File: config.mk
export PLATFORM = sky130hd
export DESIGN_NAME = vector_writeback
export DESIGN_NICKNAME = d
export VERILOG_FILES = /design/src/rtl/vector_writeback.sv
export SDC_FILE = /design/constraint.sdc
export NUM_CORES = 1
export LEC_CHECK = 0
export ABC_AREA = 0
export CAP_MARGIN = 20
export CORE_MARGIN = 2
export CORE_UTILIZATION = 60
export CTS_CLUSTER_DIAMETER = 150
export DETAILED_ROUTE_END_ITERATION = 8
export GPL_TIMING_DRIVEN = 1
export PLACE_DENSITY = 0.95
export RECOVER_POWER = 50
export SLEW_MARGIN = 30
export SYNTH_ARGS = -nofsm -noshare
export SYNTH_HDL_FRONTEND = slang
export SYNTH_SLANG_ARGS = --single-unit
File: constraint.sdc
create_clock -name clk -period 69.1 [get_ports clk]
set_clock_uncertainty 0.1 [all_clocks]
set_input_delay 10.365 -clock clk [delete_from_list [all_inputs] [get_ports clk]]
set_output_delay 10.365 -clock clk [all_outputs]
set_load 0.02 [all_outputs]
File: src/rtl/vector_writeback.sv
// Retire stage for the vector execute pipe: an in-order result FIFO whose head
// writes the vector RF (per-lane) and/or the shared scalar RF port, plus hazard lookup.
module vector_writeback #(
    parameter int DEPTH   = 4,
    parameter int VADDR_W = 5,
    parameter int SADDR_W = 5
) (
    input  logic                       clk,
    input  logic                       rst,
    input  logic                       in_valid,
    output logic                       in_ready,
    input  logic [3:0][31:0]           in_vdata,
    input  logic [35:0]                in_rdata,
    input  logic [VADDR_W-1:0]         in_vdst,
    input  logic [SADDR_W-1:0]         in_sdst,
    input  logic                       in_vwen,
    input  logic                       in_swen,
    input  logic [3:0]                 in_lane_mask,
    output logic                       vrf_we,
    output logic [VADDR_W-1:0]         vrf_addr,
    output logic [3:0][31:0]           vrf_wdata,
    output logic [3:0]                 vrf_lane_en,
    output logic                       srf_req,
    input  logic                       srf_grant,
    output logic [SADDR_W-1:0]         srf_addr,
    output logic [35:0]                srf_wdata,
    input  logic [VADDR_W-1:0]         hz_vaddr,
    output logic                       hz_hit,
    output logic [$clog2(DEPTH):0]     count
);

    localparam int PTR_W = $clog2(DEPTH);
    localparam int CNT_W = PTR_W + 1;

    logic [3:0][31:0]   vdata_q [DEPTH];
    logic [35:0]        rdata_q [DEPTH];
    logic [VADDR_W-1:0] vdst_q  [DEPTH];
    logic [SADDR_W-1:0] sdst_q  [DEPTH];
    logic [3:0]         mask_q  [DEPTH];
    logic [DEPTH-1:0]   vact_q;
    logic [DEPTH-1:0]   sact_q;
    logic [DEPTH-1:0]   valid_q;

    logic [PTR_W-1:0]   head_q;
    logic [PTR_W-1:0]   tail_q;
    logic [CNT_W-1:0]   count_q;
    logic               vdone_q;
    logic               sdone_q;

    logic head_valid;
    logic s_fire;
    logic v_ok;
    logic s_ok;
    logic push;
    logic pop;

    assign in_ready   = ~rst & (count_q != CNT_W'(DEPTH));
    assign push       = in_valid & in_ready;
    assign head_valid = valid_q[head_q];

    assign vrf_we = head_valid & vact_q[head_q] & ~vdone_q;
    assign srf_req = head_valid & sact_q[head_q] & ~sdone_q;
    assign s_fire = srf_req & srf_grant;

    // A part is finished if inactive, already done, or completing this cycle.
    assign v_ok = ~vact_q[head_q] | vdone_q | vrf_we;
    assign s_ok = ~sact_q[head_q] | sdone_q | s_fire;
    assign pop  = head_valid & v_ok & s_ok;

    assign vrf_addr    = vrf_we  ? vdst_q[head_q]  : '0;
    assign vrf_wdata   = vrf_we  ? vdata_q[head_q] : '0;
    assign vrf_lane_en = vrf_we  ? mask_q[head_q]  : '0;
    assign srf_addr    = srf_req ? sdst_q[head_q]  : '0;
    assign srf_wdata   = srf_req ? rdata_q[head_q] : '0;
    assign count       = count_q;

    // The head stops hazarding once its vector write has landed.
    always_comb begin
        hz_hit = 1'b0;
        for (int i = 0; i < DEPTH; i++) begin
            if (valid_q[i] && vact_q[i] && (vdst_q[i] == hz_vaddr) &&
                !((PTR_W'(i) == head_q) && vdone_q))
                hz_hit = 1'b1;
        end
    end

    always_ff @(posedge clk or posedge rst) begin
        if (rst) begin
            for (int i = 0; i < DEPTH; i++) begin
                vdata_q[i] <= '0;
                rdata_q[i] <= '0;
                vdst_q[i]  <= '0;
                sdst_q[i]  <= '0;
                mask_q[i]  <= '0;
            end
            vact_q  <= '0;
            sact_q  <= '0;
            valid_q <= '0;
            head_q  <= '0;
            tail_q  <= '0;
            count_q <= '0;
            vdone_q <= 1'b0;
            sdone_q <= 1'b0;
        end else begin
            if (push) begin
                vdata_q[tail_q] <= in_vdata;
                rdata_q[tail_q] <= in_rdata;
                vdst_q[tail_q]  <= in_vdst;
                sdst_q[tail_q]  <= in_sdst;
                mask_q[tail_q]  <= in_lane_mask;
                vact_q[tail_q]  <= in_vwen & (in_lane_mask != 4'b0000);
                sact_q[tail_q]  <= in_swen;
                valid_q[tail_q] <= 1'b1;
                tail_q          <= tail_q + PTR_W'(1);
            end
            if (pop) begin
                valid_q[head_q] <= 1'b0;
                head_q          <= head_q + PTR_W'(1);
                vdone_q         <= 1'b0;
                sdone_q         <= 1'b0;
            end else begin
                if (vrf_we)
                    vdone_q <= 1'b1;
                if (s_fire)
                    sdone_q <= 1'b1;
            end
            if (push && !pop)
                count_q <= count_q + CNT_W'(1);
            else if (pop && !push)
                count_q <= count_q - CNT_W'(1);
        end
    end

endmodule

# Word level (Yosys, flattened, before mapping)
# Index checks and enable logic that the tools add are counted.
[totals]
register_bits = 733
output_inout_bits = 185
wordCells = 172
[op_classes]
n_addsub = 4
n_lt_le_gt_ge = 7
n_eq_ne = 8
mux = 57
n_bitwise = 24
reduce_logical = 32
[ops]
columns = ["operator", "count"]
rows = [
  ["512-bit bitwise mux", 1],
  ["128-bit two-way mux", 4],
  ["128-bit binary-select mux with 2-bit select", 1],
  ["128-bit demux with 2-bit select", 1],
  ["144-bit bitwise mux", 1],
  ["36-bit two-way mux", 4],
  ["36-bit binary-select mux with 2-bit select", 1],
  ["36-bit demux with 2-bit select", 1],
  ["20-bit bitwise mux", 2],
  ["5-bit two-way mux", 7],
  ["4-bit two-way mux", 6],
  ["1-bit logical AND", 21],
  ["5-bit binary-select mux with 2-bit select", 2],
  ["5-bit == test", 4],
  ["16-bit bitwise mux", 1],
  ["1-bit two-way mux", 13],
  ["1-bit bitwise AND", 10],
  ["5-bit demux with 2-bit select", 1],
  ["4-bit binary-select mux with 2-bit select", 1],
  ["4-bit bitwise mux", 2],
  ["4-bit demux with 2-bit select", 1],
  ["1-bit binary-select mux with 2-bit select", 3],
  ["3-bit >= comparator, second input constant", 2],
  ["1-bit logical NOT", 6],
  ["other kinds (20)", 36],
]

# Depth between registers and ports, before layout
[logic_depth]
ltp_word = 10
mapped_depth = 10
ltp_nobuf = 9

# Worst setup path before layout
# Ideal clock, no wire load.
[synth_timing]
path_kind = "input-to-output"
startpoint = "input port rst"
endpoint = "output port in_ready"
arrival_time_ps = 26993
required_time_ps = 58635
slack_ps = 31642
stages = 2
cell_sequence = "inv_1 and2_1"
[synth_between]
elab_chain_cells = 2
[synth_rtl]
columns = ["element", "line_no", "rtl"]
rows = [
  ["start, declared", "9", "input logic rst,"],
  ["1-bit NOT", "57", "assign in_ready = ~rst & (count_q != CNT_W'(DEPTH));"],
  ["1-bit bitwise AND", "57", ""],
  ["end, declared", "11", "output logic in_ready,"],
]
# No other way between the ends.

# Final worst setup path
# Ends and elaborated chain as after synthesis.

==> out/metrics.cfg <==
[floorplan]
die_w_um = 241.2
rows = 86
die_h_um = 241.2
ioPinCount = 374
die_area_um2 = 58180
start_util_pct = 60.92
core_um2 = 55420

[final_layout]
layout-drive-gt1-share_pct = 36.00
fin_util_pct = 71.58
area_delta_synth_final_pct = 17.49
multi_input_area_um2 = 13890
seqCellArea_um2 = 18350
num-nets-final = 2582
num-fill-cells = 3274

[logic_synthesis]
yosys.area.top_type = dfrtp_1
syn_area_um2 = 33760
yosys.area.top_type_share_pct = 54.33
synth_area_leaders = dfrtp_1, mux2_2, mux4_2
ys.warnings.count = 0
synth_common_cells = dfrtp_1, mux2_2, mux4_2
synth.net_count = 2244
synth-seq-area-share_pct = 54.33
ys.flop_type = dfrtp_1
syn_inst = 2045
postSynth.asyncResetShare_pct = 100.0
synth-edff-count = 0
ys_types = 34
synth_most_common_cell = dfrtp_1
syn_avg_cell_area_um2 = 16.51
yosys_register_bits = 733

[cts]
insertion_delay_ns = 0.60
cts_buffers = 76
h-tree-depth = 3
postCtsResizedCells = 0
clock-sinks = 733
clk_pin_slew_ns = 0.05
cts_tree = built
postCtsHoldBufs = 0
clockRootBuffer = clkbuf_16
cts_setup_buffers = 0
cts_max_path_buffers = 3

[timing]
max_freq_mhz = 37.72
max_slew_margin_pct = -215.3
fin_setup_tns_ns = 0
period_share_pct = 38.37
hold_viol_final = 0
rsz0062_at_grt = false
final_max_slew_viol_count = 1073
period_minus_slack_ns = 26.51
worst_slew_pin_slew_ns = 4.729
setup_viol = 0

[critical_path]
reg2reg_from = count[0]$_DFFE_PP0P_
worstSetupStartpoint = rst
criticalPathCategory = in2out
startpoint_type = input pin
path_max_fanout = 100
arrival_ns = 16.05
crit_path_end_kind = primary output
worstPathRequired_ns = 58.63
worstRegToRegCells = 5

[global_routing]
gr-usage-met2_pct = 47.08
grt_pass1_wl_um = 121600
grtUsageTotal_pct = 27.36
antenna_found_initial = 19
grt_max_degree = 180
top_usage_layer = met2
met3_usage_pct = 7.486
grt_pass1_vias = 21790
overflow = 0
use_met1_pct = 32.87

[power]
total_power_uw = 1935
switching_share_pct = 30.86
ir_worst_vdd_mv = 0.03174
p_sw_uw = 597.2
pwr-share-comb_pct = 39.2
powerDensity_nw_per_um2 = 48.79
internal_power_uw = 1338
pwr-share-seq_pct = 39.9
clkPwrFrac_pct = 20.9
leakagePower_uw = 0.01652

[run_status]
status = finished, violations left
violations = max-capacitance violations, max-slew violations

[drt]
drtIter0Drc = 1207
drt-wirelength-per-cell_um = 24.37
routed_wl_um = 77930
first_pass_iters = 5
via_per_inst = 5.994
antenna_left = 0
drc = 0
vias = 19170

[min_path]
min_path_type = reg2reg
hold_path_depth = 1
hp-start = vdata_q[255]$_DFFE_PP0P_

[placement]
gp_congestion = 0.8305
numPortBuffers = 373
hpwl_um = 47280

[flow_run]
maxCapViolations = 19

[flip-flops by register name (all words and copies together) (netlist names), 4 cells and up]
| name | count |
|---|---|
| sact_q | 4 |
| vdata_q | 512 |
| vdst_q | 20 |
| sdst_q | 20 |
| rdata_q | 144 |
| mask_q | 16 |
| valid_q | 4 |
| vact_q | 4 |
[layer usage]
| layer | vias to the layer above | part of all wire [%] |
|---|---|---|
| met5 | - | 0.17 |
| met4 | 22 | 3.6 |
| met2 | 508 | 51 |
| met1 | 10320 | 39 |
| met3 | 168 | 6.2 |
| li1 | 8152 | - |
[power by group through the flow]
stage | sequential, µW | combinational, µW | clock [µW]
3_3_place_gp | 743 | 727 | 0
6_report | 772 | 759 | 404
5_1_grt | 794 | 810 | 428
3_5_place_dp | 770 | 755 | 0
4_1_cts | 768 | 765 | 411
2_1_floorplan | 724 | 594 | 0
[critical path: stages]
cell             delay, ns
dlygate4sd3_1         0.54
clkinvlp_2            3.19
and2_1                1.22
clkdlybuf4s50_1       0.58
[cell usage in the layout, fill, tap and decap left out, types with 2 or more instances in the layout]
master | Yosys | final
a2111oi_0 | 4 | 4
a22oi_1 | 4 | 4
buf_4 | 16 | 13
buf_6 | 65 | 4
bufinv_16 | 0 | 3
clkbuf_1 | 9 | 36
clkbuf_16 | 0 | 78
clkbuf_8 | 0 | 20
clkdlybuf4s50_1 | 0 | 368
clkinv_2 | 0 | 9
dfrtp_1 | 733 | 732
diode_2 | 0 | 11
dlygate4sd3_1 | 0 | 5
ha_1 | 9 | 9
inv_1 | 11 | 10
mux2_1 | 149 | 154
mux2_2 | 568 | 563
mux4_2 | 181 | 181
nand2_1 | 10 | 10
nand4_1 | 4 | 8
nor2_1 | 2 | 2
nor2b_1 | 179 | 179
o21ai_0 | 6 | 6
xnor2_1 | 19 | 19
xor2_1 | 6 | 6
[cell type report]
class | count | share of cell area, %
Sequential cell | 733 | 46.25
Inverter | 13 | 0.1262
Multi-Input combinational cell | 1155 | 35.03
Clock buffer | 121 | 5.833
Antenna cell | 11 | 0.06940
Clock inverter | 13 | 0.3817
Tap cell | 748 | 2.360
Timing Repair Buffer | 404 | 9.946
[through the flow]
step / worst slack (ns) / hold WS (ns) / area [µm²] / cells
after CTS: 46.22 / 0.3879 / 39750 / 3185
after global routing: 41.53 / 0.4035 / 39650 / 3194
after floorplan: 31.64 / 0.3587 / 33760 / 2045
after detailed placement: 46.23 / 0.3755 / 37280 / 3051
after global placement: 46.27 / 0.3676 / 37270 / 3051
final: 42.59 / 0.3877 / 39660 / 3198
[path summary, 6_finish.rpt]
kind                            slack (ns)                  endpoint
min in group asynchronous            11.42  vdata_q[207]$_DFFE_PP0P_
worst min-delay path                  0.39  vdata_q[255]$_DFFE_PP0P_
worst max-delay path                 42.59                  in_ready
max in group asynchronous            48.12   vdata_q[15]$_DFFE_PP0P_
worst min register to register        0.39  vdata_q[255]$_DFFE_PP0P_
worst max register to register       62.63   rdata_q[89]$_DFFE_PP0P_
[cells by family after synthesis]
family / after synthesis / synth area share [%]
AOI/OAI and AO/OA: 17 / 0.3854
xor gates and xnor gates: 25 / 0.6486
adders and majority gates: 10 / 0.3928
buffers and inverters: 157 / 4.406
DFF: 733 / 54.33
muxes: 898 / 35.99
and+or+nand+nor: 205 / 3.847
No activity file was read; power rests on OpenSTA's default activity.
